**config.mk**
```make
export PLATFORM = sky130hd
export DESIGN_NAME = write_burst
export DESIGN_NICKNAME = d
export VERILOG_FILES = /design/src/rtl/write_burst.sv
export SDC_FILE = /design/constraint.sdc
export NUM_CORES = 1
export LEC_CHECK = 0
export BUFFER_PORTS_ARGS = -buffer_cell sky130_fd_sc_hd__buf_2
export CAP_MARGIN = 20
export CORE_MARGIN = 2
export CORE_UTILIZATION = 44
export DETAILED_ROUTE_END_ITERATION = 8
export PLACE_DENSITY = 0.67
export SYNTH_ARGS = -nofsm -noshare
export SYNTH_HDL_FRONTEND = slang
export SYNTH_SLANG_ARGS = --single-unit
export TNS_END_PERCENT = 30
```
**constraint.sdc**
```tcl
create_clock -name clk_in -period 3.5 [get_ports clk_in]
set_clock_uncertainty 0.05 [all_clocks]
set_input_delay 0.35 -clock clk_in [delete_from_list [all_inputs] [get_ports clk_in]]
set_output_delay 0.35 -clock clk_in [all_outputs]
set_load 0.005 [all_outputs]
```
**src/rtl/write_burst.sv**
```systemverilog
// write_burst: SRAM burst writer driving a slow SRAM clock in three phases.
// Ports: clk_in/reset_in, start/abort/mode/a/len/d in, SRAM pins, status out.
module write_burst #(
  parameter int AW    = 9,
  parameter int DW    = 8,
  parameter int LW    = 9,
  parameter int DELAY = 4
) (
  input  logic          clk_in,
  input  logic          reset_in,
  input  logic          start_in,
  input  logic          abort_in,
  input  logic [1:0]    mode_in,
  input  logic [AW-1:0] a_in,
  input  logic [LW-1:0] len_in,
  input  logic [DW-1:0] d_in,
  output logic          clk_out,
  output logic          cen_out,
  output logic          wen_out,
  output logic [AW-1:0] a_out,
  output logic [DW-1:0] d_out,
  output logic          writing,
  output logic          done_out,
  output logic [LW-1:0] count_out
);

  typedef enum logic [2:0] {
    IDLE,
    SETUP,
    CLK_HI,
    CLK_LO,
    DONE
  } state_t;

  localparam logic [7:0] TMAX = 8'(DELAY - 1);

  state_t        state_q, state_d;
  logic [7:0]    tmr_q, tmr_d;
  logic [LW-1:0] cnt_q, cnt_d;
  logic [LW-1:0] len_q, len_d;
  logic [DW-1:0] seed_q, seed_d;
  logic [1:0]    mode_q, mode_d;
  logic [AW-1:0] addr_q, addr_d;
  logic [DW-1:0] data_q, data_d;
  logic          abt_q, abt_d;
  logic          clk_q, cen_q, wen_q, wr_q, done_q;
  logic          act_d;
  logic [AW-1:0] addr_nx;

  function automatic logic [DW-1:0] pattern(
    input logic [1:0]    mode,
    input logic [DW-1:0] seed,
    input logic [LW-1:0] idx,
    input logic [AW-1:0] addr
  );
    logic [DW-1:0] r;
    unique case (mode)
      2'd0:    r = seed;
      2'd1:    r = seed + DW'(idx);
      2'd2:    r = DW'(addr);
      default: r = idx[0] ? ~seed : seed;
    endcase
    return r;
  endfunction

  assign addr_nx = addr_q + AW'(1);

  always_comb begin
    state_d = state_q;
    tmr_d   = tmr_q;
    cnt_d   = cnt_q;
    len_d   = len_q;
    seed_d  = seed_q;
    mode_d  = mode_q;
    addr_d  = addr_q;
    data_d  = data_q;
    abt_d   = abt_q;
    unique case (state_q)
      IDLE: begin
        if (start_in) begin
          len_d  = len_in;
          seed_d = d_in;
          mode_d = mode_in;
          cnt_d  = '0;
          abt_d  = 1'b0;
          if (len_in != '0) begin
            state_d = SETUP;
            tmr_d   = TMAX;
            addr_d  = a_in;
            data_d  = pattern(mode_in, d_in, '0, a_in);
          end else begin
            state_d = DONE;
          end
        end
      end
      SETUP: begin
        if (abort_in) begin
          state_d = DONE;
        end else if (tmr_q == 8'd0) begin
          state_d = CLK_HI;
          tmr_d   = TMAX;
        end else begin
          tmr_d = tmr_q - 8'd1;
        end
      end
      CLK_HI: begin
        // An abort here is remembered so the high pulse is never cut short.
        if (abort_in) abt_d = 1'b1;
        if (tmr_q == 8'd0) begin
          cnt_d   = cnt_q + LW'(1);
          tmr_d   = TMAX;
          state_d = (abt_q || abort_in) ? DONE : CLK_LO;
        end else begin
          tmr_d = tmr_q - 8'd1;
        end
      end
      CLK_LO: begin
        if (abort_in) begin
          state_d = DONE;
        end else if (tmr_q == 8'd0) begin
          if (cnt_q == len_q) begin
            state_d = DONE;
          end else begin
            // cnt_q already holds the index of the next word.
            state_d = SETUP;
            tmr_d   = TMAX;
            addr_d  = addr_nx;
            data_d  = pattern(mode_q, seed_q, cnt_q, addr_nx);
          end
        end else begin
          tmr_d = tmr_q - 8'd1;
        end
      end
      DONE: begin
        state_d = IDLE;
      end
      default: begin
        state_d = IDLE;
      end
    endcase
  end

  assign act_d = (state_d == SETUP) || (state_d == CLK_HI) ||
                 (state_d == CLK_LO);

  // Pin outputs are registered from the next state so they change
  // on the same edge as the state itself.
  always_ff @(posedge clk_in or posedge reset_in) begin
    if (reset_in) begin
      state_q <= IDLE;
      tmr_q   <= '0;
      cnt_q   <= '0;
      len_q   <= '0;
      seed_q  <= '0;
      mode_q  <= '0;
      addr_q  <= '0;
      data_q  <= '0;
      abt_q   <= 1'b0;
      clk_q   <= 1'b0;
      cen_q   <= 1'b1;
      wen_q   <= 1'b1;
      wr_q    <= 1'b0;
      done_q  <= 1'b0;
    end else begin
      state_q <= state_d;
      tmr_q   <= tmr_d;
      cnt_q   <= cnt_d;
      len_q   <= len_d;
      seed_q  <= seed_d;
      mode_q  <= mode_d;
      addr_q  <= addr_d;
      data_q  <= data_d;
      abt_q   <= abt_d;
      clk_q   <= (state_d == CLK_HI);
      cen_q   <= ~act_d;
      wen_q   <= ~act_d;
      wr_q    <= act_d;
      done_q  <= (state_d == DONE);
    end
  end

  assign clk_out   = clk_q;
  assign cen_out   = cen_q;
  assign wen_out   = wen_q;
  assign a_out     = addr_q;
  assign d_out     = data_q;
  assign writing   = wr_q;
  assign done_out  = done_q;
  assign count_out = cnt_q;

endmodule

```
======== Word level (Yosys, flattened, before mapping) ========
Cells that the tools add are included.
word-level totals
  input bits .............................. 32
  logic and storage cells ................. 93
  bits in registers ....................... 61
operators by class
  add/sub/neg operators ................... 4
  reductions and logical operators ........ 15
  equality and inequality tests ........... 20
  bitwise gates (word level) .............. 2
  mux-type cells .......................... 39
operator list
  cell                                                                    number
  8-bit two-way mux                                                       14
  9-bit two-way mux                                                       7
  9-bit case mux with 2 select lines                                      2
  8-bit case mux with 4 select lines                                      1
  3-bit two-way mux                                                       9
  8-bit case mux with 3 select lines                                      1
  9-bit by 1-bit adder with 9-bit output (second input constant)          2
  2-bit != test (second input constant)                                   8
  8-bit case mux with 2 select lines                                      1
  3-bit by 2-bit equality test with 1-bit output (second input constant)  4
  3-bit case mux with 4 select lines                                      1
  6-bit AND reduction                                                     2
  9-bit equality test                                                     1
  9-bit nonzero test                                                      1
  8-bit adder                                                             1
  8-bit zero test                                                         1
  8-bit NOT                                                               1
  8-bit by 1-bit subtractor with 8-bit output (second input constant)     1
  3-bit by 1-bit equality test with 1-bit output (second input constant)  2
  3-bit AND reduction                                                     2
  2-bit equality test (second input constant)                             2
  2-bit nonzero test                                                      2
  4-bit nonzero test                                                      1
  3-bit equality test (second input constant)                             1
  other kinds (9)                                                         12

======== Depth between registers and ports, before layout ========
Gate-level depths: netlist of the first run.
  word-level depth ........................ 9
  gate-level depth with buffers ........... 9

======== Least setup slack after synthesis of the first run ========
OpenSTA, ideal clock, no wires.
  path kind ............................... register to register
  start point ............................. register cnt_q[0] (netlist: count_out[0])
  end point ............................... register data_q[6] (netlist: d_out[6])
  stages on the path, launching flop included .. 9
  data required time ...................... 3,324 ps
  setup slack ............................. 940 ps
  arrival time ............................ 2,384 ps
  path through ............................ dfrtp_1 -> ha_1 -> fa_1 -> a211oi_1 -> o21bai_1 -> a21oi_1 -> xnor2_1 -> mux4_2 -> a221o_1
on the way
  word-level cells in the longest chain between the ends .. 6
RTL lines
  what                                                     line    text
  start: declaration                                       39      logic [LW-1:0] cnt_q, cnt_d;
  start signal: assignment                                 167     cnt_q <= cnt_d;
  8-bit adder / 8-bit two-way mux (equally long branches)  59, 61
  8-bit case mux with 3 select lines                       57      unique case (mode)
  8-bit two-way mux                                        121     if (cnt_q == len_q) begin
  8-bit two-way mux                                        120     end else if (tmr_q == 8'd0) begin
  8-bit two-way mux                                        118     if (abort_in) begin
  8-bit case mux with 2 select lines                       78      unique case (state_q)
  end signal: assignment                                   172     data_q <= data_d;
  end: declaration                                         44      logic [DW-1:0] data_q, data_d;
Parallel ways exist; a longest one is shown, timed or not. The select of a mux whose other input is x is not followed.
A chain may end at the register's enable or synchronous reset.

======== Final worst setup path of the first run ========
  start point ............................. register seed_q[0]
  end point ............................... register data_q[6] (netlist: d_out[6])
on the way
  word-level cells in the longest chain between the ends .. 6
RTL lines
  what                                line  text
  start: declaration                  41    logic [DW-1:0] seed_q, seed_d;
  start signal: assignment            154   seed_q <= '0;
  start signal: assignment            169   seed_q <= seed_d;
  8-bit adder                         59    2'd1: r = seed + DW'(idx);
  8-bit case mux with 3 select lines  57
  8-bit two-way mux                   121
  8-bit two-way mux                   120
  8-bit two-way mux                   118
  8-bit case mux with 2 select lines  78
Every way passes these cells. The select of a mux whose other input is x is not followed.

==> results of run 1 <==
## through the flow
step / total power, W / util / setup WS, ns / std cells / area, sq um
CTS: 0.00337 / 0.516 / 0.790 / 561 / 4430
global placement: 0.00261 / 0.489 / 0.919 / 545 / 4210
finish: 0.00336 / 0.516 / 0.798 / 561 / 4430
global route: 0.00361 / 0.516 / 0.680 / 561 / 4430
floorplan: 0.00229 / - / 0.940 / 394 / 3820
detailed placement: 0.00265 / 0.489 / 0.816 / 545 / 4210
## cell families after synthesis
family	Yosys count	share of synthesized area
AOI/OAI and AO/OA	92	0.156
muxes	37	0.120
DFF	61	0.399
and+or+nand+nor	128	0.179
adders and majority gates	11	0.0379
buffers and inverters	35	0.0386
xor gates and xnor gates	30	0.0687
## placed cells by master (no fill, tap or decap), drive strengths merged, types with 12 or more instances in the layout
master,synthesis,final
a21oi,26,26
buf,6,68
clkbuf,19,12
dfrtp,60,60
mux2,21,21
nand2,21,21
nand3,12,12
nor2,43,43
o21ai,26,26
xnor2,12,12
xor2,18,18
## power breakdown
group	internal, W	switching [W]	leakage, nW
clock	0.000438	0.000280	0.116
sequential	0.000978	0.000356	0.760
combinational	0.000685	0.000620	1.15
## registers in the layout (all words and copies together), names as in the netlist
| signal | count |
|---|---|
| a_out | 9 |
| count_out | 9 |
| len_q | 9 |
| d_out | 8 |
| seed_q | 8 |
| tmr_q | 8 |
| state_q | 3 |
| mode_q | 2 |
| abt_q | 1 |
| clk_out | 1 |
| done_out | 1 |
| wen_out | 1 |
| writing | 1 |
## how the worst min path moves through the flow
stage	from	depth (start not counted)	end	slack (ns)
CTS	reset_in	2	d_out[1]	0.08
global placement	d_out[4]	2	d_out[4]	0.42
floorplan	tmr_q[6]	1	tmr_q[6]	0.39
global route	reset_in	2	d_out[1]	0.12
finish	reset_in	2	a_out[6]	0.06
detailed placement	tmr_q[6]	1	tmr_q[6]	0.42
## per-layer routing
metal	track usage	part of all wire	vias to the layer above
li1	-	-	1533
met1	0.278	0.49	1496
met2	0.293	0.44	86
met3	0.0410	0.047	13
met4	0.0662	0.016	0
met5	0	0	-
## layout make-up
type,instances,area [sq um],area share
clock inverter,4,70.1,0.0158
tap,108,135,0.0305
timing repair buffer,68,355,0.0802
clock buffer,12,155,0.0350
sequential,61,1530,0.345
multi-input combinational,298,2150,0.485
inverter,10,37.5,0.00847
==> results.cfg, run 1 <==
[clock_tree]
cts_resized = 0
insertion_delay_ns = 0.34
cts_root_buffer = clkbuf_8
post-cts-setup-buffers = 0
numCtsBuffers = 9
cts-htree-levels = 3
path_clk_slew_ns = 0.08
cts.sinks = 61
hold_buffers = 0
clock_path_buffers = 2
cts_tree = built

[critical_path]
required_ns = 3.67
cp.depth = 8
crit_type = reg2reg
ff2ff_setup_slack_ns = 0.80
startpoint = seed_q[0]
crit_fanout = 3
r2r-end = d_out[6]
crit_path_start_kind = flip-flop
timing.rr.start = seed_q[0]
path_delay_family = compound AO/OA/AOI/OAI gates
cp_slowest_stage_delay_ns = 0.46
crit_path_end = d_out[6]
crit_path_cell_trace = ha_1 -> fa_1 -> a211oi_1 -> o21bai_1 -> a21oi_1 -> xnor2_1 -> mux4_2 -> a221o_1
reg2reg_depth = 8
critical_path_arrival_ns = 2.87
cp_slowest_cell = mux4_2
cp-end-kind = flip-flop
critPathBufInv = 0

[floorplan]
die_w_um = 97.2
core_sq_um = 8590
io_pins = 63
die_height_um = 97.2
rows = 34
dieArea_sq_um = 9450
start_util = 0.445

[finish]
n_antenna_cell = 0
fin_nets = 491
drive_gt1_frac = 0.274
fillers = 838
area_growth_pct = 15.8

[detailed_routing]
routed_wl_mm = 8.93
ant_nets = 0
routedWlPerCell_um = 15.9
route.detailed.drc = 0
viasPerCell = 5.58
drtIter0Drc = 149
num_vias = 3128
firstDrtPassIters = 5

[sta]
drv_slew = 0
finalHoldViolations = 0
fmax_mhz = 370
setup-tns-final_ns = 0
tightest_slew_ns = 0.730
rsz0062_at_grt = no
final.period_utilization = 0.772
holdWs_ns = 0.0633
setup_viol = 0
slew_headroom = 0.510
period_needed_ns = 2.70

[yosys]
synth_edf_count = 0
ys_ff_latch = 61
synthCells = 394
syn_area_per_cell_sq_um = 9.71
synth.yosys.seq_area_share = 0.399
synth_commonest_cells = dfrtp_1, nor2_1, a21oi_1
postSynth.asyncResetShare = 1.00
ys_types = 63
yosysMostFrequentCell = dfrtp_1
synth_ff_type = dfrtp_1
synth_top_area_cell = dfrtp_1
yosysTopAreaCellShare = 0.393
syn_nets = 437
synth_area_sq_um = 3820
ys_warn_count = 0
synth.area.top_cells = dfrtp_1, mux2_2, nor2_1

[placement]
place.gp.congestion = 0.819
io_buffers = 62
dp_hpwl_mm = 6.47

[global_route]
grt_pass1_vias = 2975
grt_first_pass_wirelength_mm = 14.9
antenna_found_initial = 0
grt_overflow = 0
grt_max_degree = 33
track_usage = 0.194

[power]
p_per_area_nw_per_um2 = 758
leakage_nw = 2.02
vdd_ir_drop_max_uv = 351

[outcome]
status = completed

[job]
cap_violations = 0

[worst_hold_path]
hold_path_class = in2async
No activity file was read; power rests on OpenSTA's default activity.
==> inputs of run 2 (changes only) <==
PLACE_DENSITY = 0.69   (was 0.67)
clock period = 2.2 ns   (was 3.5 ns; I/O delays follow)
==> results.cfg, run 2 (synthesized netlist as in run 1, its figures left out) <==
[clock_tree]
numCtsBuffers = 9
insertion_delay_ns = 0.35
path_clk_slew_ns = 0.07
cts_root_buffer = clkbuf_8
cts_tree = built
cts.sinks = 61
clock_path_buffers = 2
cts-htree-levels = 3

[finish]
stdcell_area_sq_um = 5090
drive_gt1_frac = 0.415
final_cell_mix = buf_2, dfrtp_1, buf_4
area_growth_pct = 33.1
utilization = 0.593
final_common_cell = buf_2
fin_nets = 539
n_antenna_cell = 0

[floorplan]
start_util = 0.445
dieArea_sq_um = 9450
die_w_um = 97.2
die_height_um = 97.2
core_sq_um = 8590
io_pins = 63
rows = 34

[sta]
final.period_utilization = 1.14
fmax_mhz = 400
slew_headroom = 0.591
period_needed_ns = 2.50
setup_ws_ns = -0.298
finalHoldViolations = 0
tightest_slew_ns = 0.614
drv_slew = 0
setup_viol = 26
rsz0062_at_grt = yes

[detailed_routing]
firstDrtPassIters = 4
wl_met1_mm = 4.46
route.detailed.drc = 0
viasPerCell = 5.63
routed_wl_mm = 10.0
num_vias = 3431
wl_met3_um = 486
routedWlPerCell_um = 16.5
ant_nets = 0
highest_layer = met4
drtIter0Drc = 113
wl_met2_mm = 4.84

[critical_path]
crit_path_start_kind = flip-flop
critical_path_arrival_ns = 2.68
crit_type = reg2reg
crit_fanout = 2
required_ns = 2.38
cp-end-kind = flip-flop

[global_route]
grt_overflow = 0
antenna_found_initial = 0
grt_first_pass_wirelength_mm = 16.0
grt_max_degree = 38
grt_pass1_vias = 3329
track_usage = 0.209

[power]
leakage_nw = 2.34
p_per_area_nw_per_um2 = 1210
p_total_w = 0.00615
vdd_ir_drop_max_uv = 770

[job]
cap_violations = 0

[placement]
place_area_sq_um = 4510
place.gp.congestion = 0.851
preCtsSetupSlack_ns = -0.277
io_buffers = 62
dp_hpwl_mm = 6.99

[outcome]
violations = setup timing
status = complete, but fails checks

[worst_hold_path]
hold_path_class = in2reg
==> run 2: cell count changes in the layout (fill, tap and decap cells not counted), sizes merged <==
cell and delta:
clkinv -2, clkbuf +3, bufinv +1, buf +45, dlygate4sd3 +1
==> run 2: area by class of cell <==
class                           count  area, sq um
Fill cell                         742         3500
Multi-Input combinational cell    298         2330
Sequential cell                    61         1530
Timing Repair Buffer              116          797
Clock buffer                       13          169
Tap cell                          108          135
Clock inverter                      3         90.1
Inverter                           10         38.8
==> run 2: per-layer routing <==
metal | track usage | vias up
met5 | 0 | -
met1 | 0.277 | 1690
met4 | 0.0940 | 0
met2 | 0.336 | 96
li1 | - | 1626
met3 | 0.0374 | 19
==> run 2: timing repair <==
| item | 4_1_cts | 5_1_grt |
|---|---|---|
| hold buffers | 1 | 0 |
| pin swaps | 20 | 15 |
| endpoints found under the hold margin | 24 | 0 |
| setup buffers | 5 | 6 |
| gates resized for setup | 23 | 25 |
| endpoints found under the setup margin | 32 | 40 |
| cloned | 0 | 2 |
==> run 2: power breakdown <==
group	total, W	switching (W)	internal (W)
logic	0.00276	0.00125	0.00151
registers	0.00210	0.000548	0.00156
clock network	0.00129	0.000446	0.000846
==> run 2: path summary, 6_finish.rpt <==
kind                                    from  endpoint  slack, ns  depth (start not counted)
max in group asynchronous           reset_in   wen_out       1.02                          4
worst max register to register  count_out[0]  d_out[6]      -0.30                          8
worst max-delay path            count_out[0]  d_out[6]      -0.30                          8
worst min-delay path               len_in[2]  len_q[2]       0.07                          2
worst min register to register      tmr_q[6]  tmr_q[6]       0.43                          1
min in group asynchronous           reset_in  d_out[0]       0.43                          3
==> run 2: metrics by stage <==
stage / setup TNS, ns / hold WS [ns] / std cells
after floorplan: -0.988 / 0.322 / 394
after global placement: -2.41 / 0.276 / 579
after detailed placement: -3.38 / 0.274 / 579
after CTS: -1.76 / 0.0524 / 601
after global routing: -4.95 / 0.0604 / 609
final: -1.90 / 0.0692 / 609
==> run 2: critical path, stage by stage, from the launching register on <==
cell	delay (ns)
dfrtp_1	0.42
ha_4	0.19
fa_2	0.34
a211oi_2	0.25
o21bai_1	0.12
a21oi_2	0.16
xnor2_1	0.08
mux4_2	0.46
a221o_1	0.31
